===== config.mk =====
export PLATFORM = sky130hd
export DESIGN_NAME = vnu_sched_flat
export DESIGN_NICKNAME = d
export VERILOG_FILES = /design/src/rtl/vnu_sched_if.sv /design/src/rtl/vnu_sched.sv /design/src/flat_wrapper.sv
export SDC_FILE = /design/constraint.sdc
export NUM_CORES = 1
export LEC_CHECK = 0
export CAP_MARGIN = 10
export CORE_ASPECT_RATIO = 0.8
export CORE_MARGIN = 5
export CORE_UTILIZATION = 33
export DETAILED_ROUTE_END_ITERATION = 12
export GPL_ROUTABILITY_DRIVEN = 1
export PLACE_DENSITY = 0.64
export SLEW_MARGIN = 10
export SYNTH_ARGS = -nofsm -noshare
export SYNTH_HDL_FRONTEND = slang
export SYNTH_SLANG_ARGS = --single-unit

===== constraint.sdc =====
create_clock -name clk -period 12.78 [get_ports clk]
set_input_delay 1.917 -clock clk [delete_from_list [all_inputs] [get_ports clk]]
set_output_delay 1.917 -clock clk [all_outputs]
set_load 0.01 [all_outputs]

===== src/rtl/vnu_sched_if.sv =====
// Memory-side and check-node-side bus of the variable-node sequencer.
// The master is the sequencer; the slave is the message memory / CNU side.
interface vnu_sched_if #(
   parameter int N      = 16,
   parameter int ADDR_W = 4,
   parameter int D      = 3,
   parameter int data_w = 6,
   parameter int ext_w  = 3
);
   localparam int sum_w = data_w + ext_w;

   logic                    rd_en;
   logic [ADDR_W-1:0]       rd_addr;
   logic [data_w-1:0]       l_in;
   logic [data_w*D-1:0]     r_in;
   logic                    wr_en;
   logic [ADDR_W-1:0]       wr_addr;
   logic [sum_w*D-1:0]      q_out;
   logic [N-1:0]            dec_vec;
   logic                    cnu_start;
   logic                    cnu_done;
   logic                    syndrome_ok;

   modport master (
      output rd_en, rd_addr, wr_en, wr_addr, q_out, dec_vec, cnu_start,
      input  l_in, r_in, cnu_done, syndrome_ok
   );

   modport slave (
      input  rd_en, rd_addr, wr_en, wr_addr, q_out, dec_vec, cnu_start,
      output l_in, r_in, cnu_done, syndrome_ok
   );
endinterface


===== src/rtl/vnu_sched.sv =====
// Variable-node datapath and the sequencer that time-multiplexes it over all
// N nodes, alternating with the check-node phase until the syndrome passes
// or the iteration limit is hit.

// Combinational variable-node update: s = l + sum(r), q_i = s - r_i.
module vnu #(
   parameter int D      = 3,
   parameter int data_w = 6,
   parameter int ext_w  = 3
) (
   input  logic [data_w-1:0]                l,
   input  logic [data_w*D-1:0]              r,
   output logic [(data_w+ext_w)*D-1:0]      q,
   output logic                             dec
);
   localparam int sum_w = data_w + ext_w;

   logic [sum_w-1:0] rx [D];
   logic [sum_w-1:0] s;

   // Sign-extend every input, form the total and the extrinsic outputs.
   always_comb begin
      s = {{ext_w{l[data_w-1]}}, l};
      q = '0;
      for (int unsigned i = 0; i < D; i++) begin
         rx[i] = {{ext_w{r[i*data_w + data_w - 1]}}, r[i*data_w +: data_w]};
         s     = s + rx[i];
      end
      for (int unsigned i = 0; i < D; i++)
         q[i*sum_w +: sum_w] = s - rx[i];
      dec = s[sum_w-1];
   end
endmodule

module vnu_sched #(
   parameter int N        = 16,
   parameter int ADDR_W   = 4,
   parameter int D        = 3,
   parameter int data_w   = 6,
   parameter int ext_w    = 3,
   parameter int MAX_ITER = 8,
   parameter int IT_W     = 4
) (
   input  logic             clk,
   input  logic             rst,
   input  logic             start,
   output logic             busy,
   output logic             done,
   output logic             converged,
   output logic [IT_W-1:0]  iter_cnt,
   vnu_sched_if.master      bus
);
   localparam int sum_w = data_w + ext_w;

   typedef enum logic [2:0] {IDLE, SWEEP, DRAIN, CNU, DONE} state_t;

   state_t              state;
   logic                drain_cnt;
   logic                rd_en_q;
   logic [ADDR_W-1:0]   rd_addr_q;
   logic                cnu_start_q;
   logic [IT_W-1:0]     iter_nxt;

   logic                d_en;
   logic [ADDR_W-1:0]   d_addr;
   logic                wr_en_q;
   logic [ADDR_W-1:0]   wr_addr_q;
   logic [sum_w*D-1:0]  q_q;
   logic [N-1:0]        dec_q;

   logic [sum_w*D-1:0]  vq;
   logic                vdec;

   assign iter_nxt      = iter_cnt + 1'b1;

   assign bus.rd_en     = rd_en_q;
   assign bus.rd_addr   = rd_addr_q;
   assign bus.cnu_start = cnu_start_q;
   assign bus.wr_en     = wr_en_q;
   assign bus.wr_addr   = wr_addr_q;
   assign bus.q_out     = q_q;
   assign bus.dec_vec   = dec_q;

   vnu #(.D(D), .data_w(data_w), .ext_w(ext_w)) u_vnu (
      .l   (bus.l_in),
      .r   (bus.r_in),
      .q   (vq),
      .dec (vdec)
   );

   // Decode controller: sweep, drain, check-node handshake, iteration control.
   always_ff @(posedge clk) begin
      if (rst) begin
         state       <= IDLE;
         drain_cnt   <= 1'b0;
         busy        <= 1'b0;
         done        <= 1'b0;
         converged   <= 1'b0;
         iter_cnt    <= '0;
         rd_en_q     <= 1'b0;
         rd_addr_q   <= '0;
         cnu_start_q <= 1'b0;
      end else begin
         done        <= 1'b0;
         cnu_start_q <= 1'b0;
         case (state)
            IDLE: begin
               if (start) begin
                  state     <= SWEEP;
                  busy      <= 1'b1;
                  iter_cnt  <= '0;
                  converged <= 1'b0;
                  rd_en_q   <= 1'b1;
                  rd_addr_q <= '0;
               end
            end
            SWEEP: begin
               if (rd_addr_q == ADDR_W'(N - 1)) begin
                  rd_en_q   <= 1'b0;
                  drain_cnt <= 1'b0;
                  state     <= DRAIN;
               end else begin
                  rd_addr_q <= rd_addr_q + 1'b1;
               end
            end
            DRAIN: begin
               if (drain_cnt) begin
                  state       <= CNU;
                  cnu_start_q <= 1'b1;
               end else begin
                  drain_cnt <= 1'b1;
               end
            end
            CNU: begin
               // cnu_start_q is high only in the first CNU cycle, which
               // doubles as the "ignore cnu_done" qualifier.
               if (!cnu_start_q && bus.cnu_done) begin
                  iter_cnt <= iter_nxt;
                  if (bus.syndrome_ok) begin
                     converged <= 1'b1;
                     busy      <= 1'b0;
                     done      <= 1'b1;
                     state     <= DONE;
                  end else if (iter_nxt == IT_W'(MAX_ITER)) begin
                     converged <= 1'b0;
                     busy      <= 1'b0;
                     done      <= 1'b1;
                     state     <= DONE;
                  end else begin
                     state     <= SWEEP;
                     rd_en_q   <= 1'b1;
                     rd_addr_q <= '0;
                  end
               end
            end
            DONE: begin
               state <= IDLE;
            end
            default: begin
               state <= IDLE;
            end
         endcase
      end
   end

   // Two-stage read-to-write pipeline: align address with returned data,
   // then register vnu results and the per-node hard decision.
   always_ff @(posedge clk) begin
      if (rst) begin
         d_en      <= 1'b0;
         d_addr    <= '0;
         wr_en_q   <= 1'b0;
         wr_addr_q <= '0;
         q_q       <= '0;
         dec_q     <= '0;
      end else begin
         d_en      <= rd_en_q;
         d_addr    <= rd_addr_q;
         wr_en_q   <= d_en;
         wr_addr_q <= d_addr;
         if (d_en) begin
            q_q           <= vq;
            dec_q[d_addr] <= vdec;
         end
      end
   end
endmodule


===== src/flat_wrapper.sv =====
// flat-port wrapper written by rule: the top's interface ports become plain ports
module vnu_sched_flat 
#(
   parameter int N        = 16,
   parameter int ADDR_W   = 4,
   parameter int D        = 3,
   parameter int data_w   = 6,
   parameter int ext_w    = 3,
   parameter int MAX_ITER = 8,
   parameter int IT_W     = 4
)
  (clk, rst, start, busy, done, converged, iter_cnt, bus_rd_en, bus_rd_addr, bus_wr_en, bus_wr_addr, bus_q_out, bus_dec_vec, bus_cnu_start, bus_l_in, bus_r_in, bus_cnu_done, bus_syndrome_ok);
  vnu_sched_if #(.N(N), .ADDR_W(ADDR_W), .D(D), .data_w(data_w), .ext_w(ext_w)) bus_i ();
  input  logic clk;
  input  logic rst;
  input  logic start;
  output logic busy;
  output logic done;
  output logic converged;
  output logic [IT_W-1:0] iter_cnt;
  output wire logic [$bits(bus_i.rd_en)-1:0] bus_rd_en;
  output wire logic [$bits(bus_i.rd_addr)-1:0] bus_rd_addr;
  output wire logic [$bits(bus_i.wr_en)-1:0] bus_wr_en;
  output wire logic [$bits(bus_i.wr_addr)-1:0] bus_wr_addr;
  output wire logic [$bits(bus_i.q_out)-1:0] bus_q_out;
  output wire logic [$bits(bus_i.dec_vec)-1:0] bus_dec_vec;
  output wire logic [$bits(bus_i.cnu_start)-1:0] bus_cnu_start;
  input wire logic [$bits(bus_i.l_in)-1:0] bus_l_in;
  input wire logic [$bits(bus_i.r_in)-1:0] bus_r_in;
  input wire logic [$bits(bus_i.cnu_done)-1:0] bus_cnu_done;
  input wire logic [$bits(bus_i.syndrome_ok)-1:0] bus_syndrome_ok;
  assign bus_rd_en = bus_i.rd_en;
  assign bus_rd_addr = bus_i.rd_addr;
  assign bus_wr_en = bus_i.wr_en;
  assign bus_wr_addr = bus_i.wr_addr;
  assign bus_q_out = bus_i.q_out;
  assign bus_dec_vec = bus_i.dec_vec;
  assign bus_cnu_start = bus_i.cnu_start;
  assign bus_i.l_in = bus_l_in;
  assign bus_i.r_in = bus_r_in;
  assign bus_i.cnu_done = bus_cnu_done;
  assign bus_i.syndrome_ok = bus_syndrome_ok;
  vnu_sched #(.N(N), .ADDR_W(ADDR_W), .D(D), .data_w(data_w), .ext_w(ext_w), .MAX_ITER(MAX_ITER), .IT_W(IT_W)) u_core (.clk(clk), .rst(rst), .start(start), .busy(busy), .done(done), .converged(converged), .iter_cnt(iter_cnt), .bus(bus_i));
endmodule

==> results_dict.tcl, run 1 <==
set metrics [dict create \
    cp-start-kind "input port" \
    avgRoutedWirePerCell_um 15.0 \
    routabilityCongestion 0.836 \
    synth-seq-area-share 0.306 \
    initial_core_util 0.337 \
    antenna_found_initial 0 \
    holdCritStartpoint "u_core.bus.q_out[24]" \
    ios 90 \
    instances_no_fill 799 \
    register_area_mm2 0.00140 \
    critPathCaptureType "flip-flop" \
    status "finished, final reports clean" \
    grt_max_degree 88 \
    antenna_cells 0 \
    final_common_cell "clkdlybuf4s50_1" \
    tightest_slew_ns 0.897 \
    overflow 0 \
    period_share 0.502 \
    syn_to_final_growth_pct 28.9 \
    core.rowCount 38 \
    routed_wl_um 12000 \
    h-tree-depth 3 \
    clock_skew_ns 0.00694 \
    syn_nets 618 \
    finalSetupViolations 0 \
    powerDensity_mw_per_mm2 191 \
    cts_buffer_depth 2 \
    ys_ff_latch 70 \
    path_class "in -> reg" \
    hold_viol 0 \
    synthCells 537 \
    reg2reg_setup_slack_ns 10.80 \
    ctsResizeCount 0 \
    portBuffers 89 \
    cp_max_fo 5 \
    worstSkewPairLatency_ns 0.34 \
    rr_startpoint "u_core.iter_cnt[1]" \
    drive_gt1_frac 0.0404 \
    grt_pass1_wl_um 19800 \
    cts_tree "built" \
    synth_edf_count 0 \
    layout.nets 695 \
    numClockSinks 70 \
    dr.pass1.iters 5 \
    dp_hpwl_um 9030 \
    slew-limit-headroom 0.402 \
    core_mm2 0.0136 \
    multi_input_area_mm2 0.00295 \
    dieArea_mm2 0.0164 \
    mostFrequentLayoutCells "clkdlybuf4s50_1, dfxtp_1, nor2_1, ha_1, inv_1" \
    rsz0062_at_grt "no" \
    post_cts_buffers 0 \
    die_w_um 142 \
    crit_chain "clkdlybuf4s50_1 > ha_1 > inv_1 > fa_1 > inv_1 > fa_1 > ha_1 > fa_1 > a21o_1 > a21oi_1 > o21bai_1 > a21oi_1 > xnor2_1 > ha_1 > o211a_1 > o21a_1 > or4_1 > a311oi_1" \
    synthArstFlopShare 0 \
    path_clk_slew_ns 0.06 \
    grt_pass1_vias 3926 \
    track_usage 0.150 \
    dp_cells 783 \
    min_to "u_core.bus.q_out[24]" \
    first_iter_violations 347 \
    power.leakage_nw 2.33 \
    fp.dieH_um 115 \
    drc 0 \
    vias 4121 \
    ant_nets 0 \
    fillers 1340 \
    cts_root_buf "clkbuf_16" \
    syn-cell-area_mm2 0.00459 \
    max_cap_viol_count 0 \
    cts_hold_buf 0 \
    r2r-end "u_core.state[0]" \
    tns_ns 0 \
    syn_area_per_cell_um2 8.54 \
    worst_hold_path_type "reg -> reg" \
    cts_buffers 9 \
    arrival_ns 6.66 \
    report.final.slew_viol_count 0 \
    fmax_mhz 156 \
    peakVddDrop_mv 0.111 \
    reg2reg_depth 6 \
    critical-path-slowest-cell "clkdlybuf4s50_1" \
    final.min_clock_period_ns 6.42 \
    vias_per_cell 5.16 \
    ys.flop_type "dfxtp_1" \
    hold_depth 2 \
    critPathRequiredTime_ns 13.02 \
    yosysWarnings 0 \
    max_stage_delay_ns 0.49 \
    synth_cell_types 54 \
]
==> state kept, by name (all words and copies together) (netlist names) <==
signal and cells:
u_core.bus.q_out 27, u_core.bus.dec_vec 16, u_core.bus.rd_addr 4, u_core.bus.wr_addr 4, u_core.d_addr 4, u_core.iter_cnt 4, u_core.state 3, u_core.bus.cnu_start 1
u_core.bus.rd_en 1, u_core.bus.wr_en 1, u_core.busy 1, u_core.converged 1, u_core.d_en 1, u_core.done 1, u_core.drain_cnt 1
==> routing by layer <==
layer,global-route usage,share of wire
met1,0.207,0.49
met2,0.228,0.44
met3,0.0499,0.065
met4,0.0396,0.011
met5,0,0
==> worst max path at each step <==
stage                startpoint              endpoint
global route        bus_r_in[0]  u_core.bus.q_out[26]
CTS                 bus_r_in[0]  u_core.bus.q_out[26]
global placement    bus_r_in[0]  u_core.bus.q_out[26]
floorplan           bus_r_in[0]  u_core.bus.q_out[26]
detailed placement  bus_r_in[0]  u_core.bus.q_out[26]
finish              bus_r_in[0]  u_core.bus.q_out[26]
==> critical path: cells and delay by family <==
kind	cells	cell delay (ns)
and+or+nand+nor	1	0.47
buffers and inverters	3	0.60
AOI/OAI and AO/OA	7	1.29
adders and majority gates	6	2.15
xor gates and xnor gates	1	0.24
==> cell families (layout without fill, tap and decap cells) <==
logic type	after synthesis	in the layout	synth area share
buffers and inverters	62	144	0.0524
adders and majority gates	52	52	0.161
DFF	70	70	0.306
AOI/OAI and AO/OA	134	134	0.198
muxes	12	12	0.0262
xor gates and xnor gates	17	17	0.0385
and+or+nand+nor	190	190	0.218
==> cell type report <==
cell class                 instances  area share
clock buffer                      10      0.0387
clock inverter                     6      0.0119
inverter                          37      0.0235
multi-input combinational        405       0.498
sequential                        70       0.237
tap                              180      0.0381
timing repair buffer              91       0.152
==> stage by stage <==
stage	hold slack, ns	power, mW	setup WS [ns]	utilization	instance area (µm²)
after global routing	0.482	1.22	6.04	0.435	5910
final	0.472	1.13	6.36	0.435	5910
after floorplan	0.441	0.700	6.91	-	4590
after CTS	0.469	1.14	6.38	0.435	5910
after global placement	0.458	0.852	6.17	0.413	5610
after detailed placement	0.462	0.871	6.04	0.413	5610
==> synth_stat cells (3+ instances only) <==
cell type | n | area [µm²]
ha_1 | 40 | 500
a311oi_1 | 4 | 35.0
and3_1 | 3 | 18.8
clkbuf_1 | 20 | 75.1
nand3b_1 | 8 | 60.1
mux2i_1 | 12 | 120
or3b_2 | 3 | 26.3
a31oi_1 | 4 | 25.0
a21oi_1 | 33 | 165
o221ai_1 | 3 | 26.3
nor2b_1 | 19 | 119
a21o_1 | 6 | 45.0
nand2_1 | 21 | 78.8
fa_1 | 12 | 240
nor3b_1 | 11 | 82.6
o21bai_1 | 6 | 45.0
or4_1 | 5 | 37.5
nand3_1 | 16 | 80.1
xor2_1 | 4 | 35.0
a211oi_1 | 23 | 173
a221oi_1 | 3 | 26.3
o22ai_1 | 3 | 18.8
o21a_1 | 9 | 67.6
xnor2_1 | 11 | 96.3
and2_1 | 4 | 25.0
nor3_1 | 19 | 95.1
dfxtp_1 | 70 | 1400
nor2_1 | 62 | 233
inv_1 | 37 | 139
o211a_1 | 3 | 30.0
o21ai_0 | 18 | 90.1
o211ai_1 | 6 | 45.0
buf_1 | 4 | 15.0
nand2b_1 | 7 | 43.8
==> power by group <==
part | leakage [nW] | internal (mW) | switching, mW
Clock | 0.147 | 0.153 | 0.104
Combinational | 1.61 | 0.274 | 0.334
Sequential | 0.570 | 0.248 | 0.0183
Note: power is estimated with default switching activity, not from simulation.
==> inputs of run 2 (changes only) <==
Settings changed: PLACE_DENSITY 0.64 to 0.66.
Clock period 12.78 ns to 5.8 ns, I/O delays scaled along.
==> run 2 against run 1 <==
Worst setup slack got worse by 5.9 ns. Die area stayed put. Sequential share of layout area barely moved. Count of clock-buffer cells in the layout down 1. Hold slack is essentially flat.
==> results_dict.tcl, run 2 (synthesis gave the netlist of run 1 again) <==
set metrics [dict create \
    dp_hpwl_um 9050 \
    reg2reg_setup_slack_ns 3.82 \
    routabilityCongestion 0.809 \
    tightest_slew_ns 0.832 \
    core_mm2 0.0136 \
    die_w_um 142 \
    crit_end "u_core.bus.q_out[26]" \
    fp.dieH_um 115 \
    core.rowCount 38 \
    largest_reg_flops 27 \
    grt_max_degree 65 \
    tns_ns 0 \
    overflow 0 \
    cp-start-kind "input port" \
    finalSetupViolations 0 \
    hold_viol 0 \
    avgRoutedWirePerCell_um 14.9 \
    first_iter_violations 284 \
    final.min_clock_period_ns 5.35 \
    drive_gt1_frac 0.0420 \
    startpoint "bus_r_in[0]" \
    status "finished, final reports clean" \
    report.final.slew_viol_count 0 \
    dr.pass1.iters 4 \
    arrival_ns 5.60 \
    routed_wl_um 11900 \
    worst_hold_path_type "reg -> reg" \
    power.leakage_nw 2.33 \
    powerDensity_mw_per_mm2 421 \
    clock_skew_ns 0.00652 \
    instances_no_fill 799 \
    routed-wl-met2_um 5190 \
    met1Wirelength_um 5790 \
    rsz0062_at_grt "no" \
    r2r-end "u_core.state[0]" \
    fillers 1299 \
    h-tree-depth 3 \
    maxUsedRoutingLayer "met4" \
    fmax_mhz 187 \
    max_cap_viol_count 0 \
    reg2reg_depth 6 \
    cts_buffers 9 \
    route.met3.wl_um 687 \
    drc 0 \
    grt_pass1_vias 3976 \
    portBuffers 89 \
    layout.nets 695 \
    peakVddDrop_mv 0.178 \
    vias_per_cell 5.12 \
    syn_to_final_growth_pct 29.1 \
    post_cts_buffers 0 \
    critPathRequiredTime_ns 6.05 \
    cts_root_buf "clkbuf_16" \
    dp_cells 783 \
    antenna_cells 0 \
    mostFrequentLayoutCells "clkdlybuf4s50_1, dfxtp_1, nor2_1, ha_1, inv_1" \
    rr_startpoint "u_core.iter_cnt[0]" \
    numClockSinks 70 \
    cp_max_fo 5 \
    ios 90 \
    slew-limit-headroom 0.445 \
    ant_nets 0 \
    ctsResizeCount 0 \
    grt_pass1_wl_um 19300 \
    track_usage 0.148 \
    cts_buffer_depth 2 \
    cts_hold_buf 0 \
    period_share 0.923 \
    worstSkewPairLatency_ns 0.34 \
    critPathCaptureType "flip-flop" \
    cts_tree "built" \
    path_class "in -> reg" \
    vias 4090 \
    dieArea_mm2 0.0164 \
    antenna_found_initial 0 \
    final_common_cell "clkdlybuf4s50_1" \
    initial_core_util 0.337 \
    path_clk_slew_ns 0.06 \
]
==> run 2: metal layers <==
layer | track usage | vias to the layer above
met5 | 0 | -
met3 | 0.0338 | 13
met2 | 0.228 | 93
li1 | - | 2091
met1 | 0.202 | 1893
met4 | 0.0556 | 0
==> run 2: worst max-delay path, cell delays in order <==
cell,delay [ns]
clkdlybuf4s50_1,0.51
ha_1,0.18
inv_1,0.05
fa_1,0.47
inv_1,0.05
fa_1,0.44
ha_1,0.26
fa_1,0.41
a21o_1,0.18
a21oi_1,0.21
o21bai_1,0.08
a21oi_1,0.18
xnor2_1,0.26
ha_1,0.37
o211a_1,0.22
o21a_1,0.11
or4_1,0.46
a311oi_1,0.27
==> run 2: worst min path at each step <==
stage          cells past startpoint  slack (ns)                    to           startpoint
5_1_grt                            2        0.51   u_core.bus.q_out[9]  u_core.bus.q_out[9]
4_1_cts                            2        0.47  u_core.bus.cnu_start     u_core.drain_cnt
2_1_floorplan                      2        0.44  u_core.bus.cnu_start     u_core.drain_cnt
6_report                           2        0.47  u_core.bus.cnu_start     u_core.drain_cnt
3_5_place_dp                       2        0.46  u_core.bus.cnu_start     u_core.drain_cnt
3_3_place_gp                       2        0.46  u_core.bus.cnu_start     u_core.drain_cnt
==> run 2: through the flow <==
step / area, µm² / util / total power [mW] / hold WS [ns] / setup slack, ns
3_5_place_dp: 5610 / 0.413 / 1.91 / 0.462 / 0.171
6_report: 5920 / 0.435 / 2.49 / 0.472 / 0.447
3_3_place_gp: 5610 / 0.413 / 1.88 / 0.457 / 0.268
2_1_floorplan: 4590 / - / 1.54 / 0.441 / 0.982
4_1_cts: 5920 / 0.435 / 2.50 / 0.469 / 0.516
5_1_grt: 5920 / 0.435 / 2.68 / 0.509 / 0.186
==> run 2: area by class of cell <==
cell class,instances,area (µm²),area share
multi-input cells,405,2950,0.498
flip-flops and latches,70,1400,0.237
repair buffers,91,901,0.152
clock buffers,9,225,0.0380
well taps,180,225,0.0380
inverters,37,139,0.0235
clock inverters,7,81.3,0.0137
==> run 2: power breakdown <==
group	internal [mW]	leakage, nW	switching (mW)
clock network	0.340	0.152	0.233
registers	0.547	0.570	0.0400
logic	0.604	1.61	0.726
total	1.49	2.33	1.00
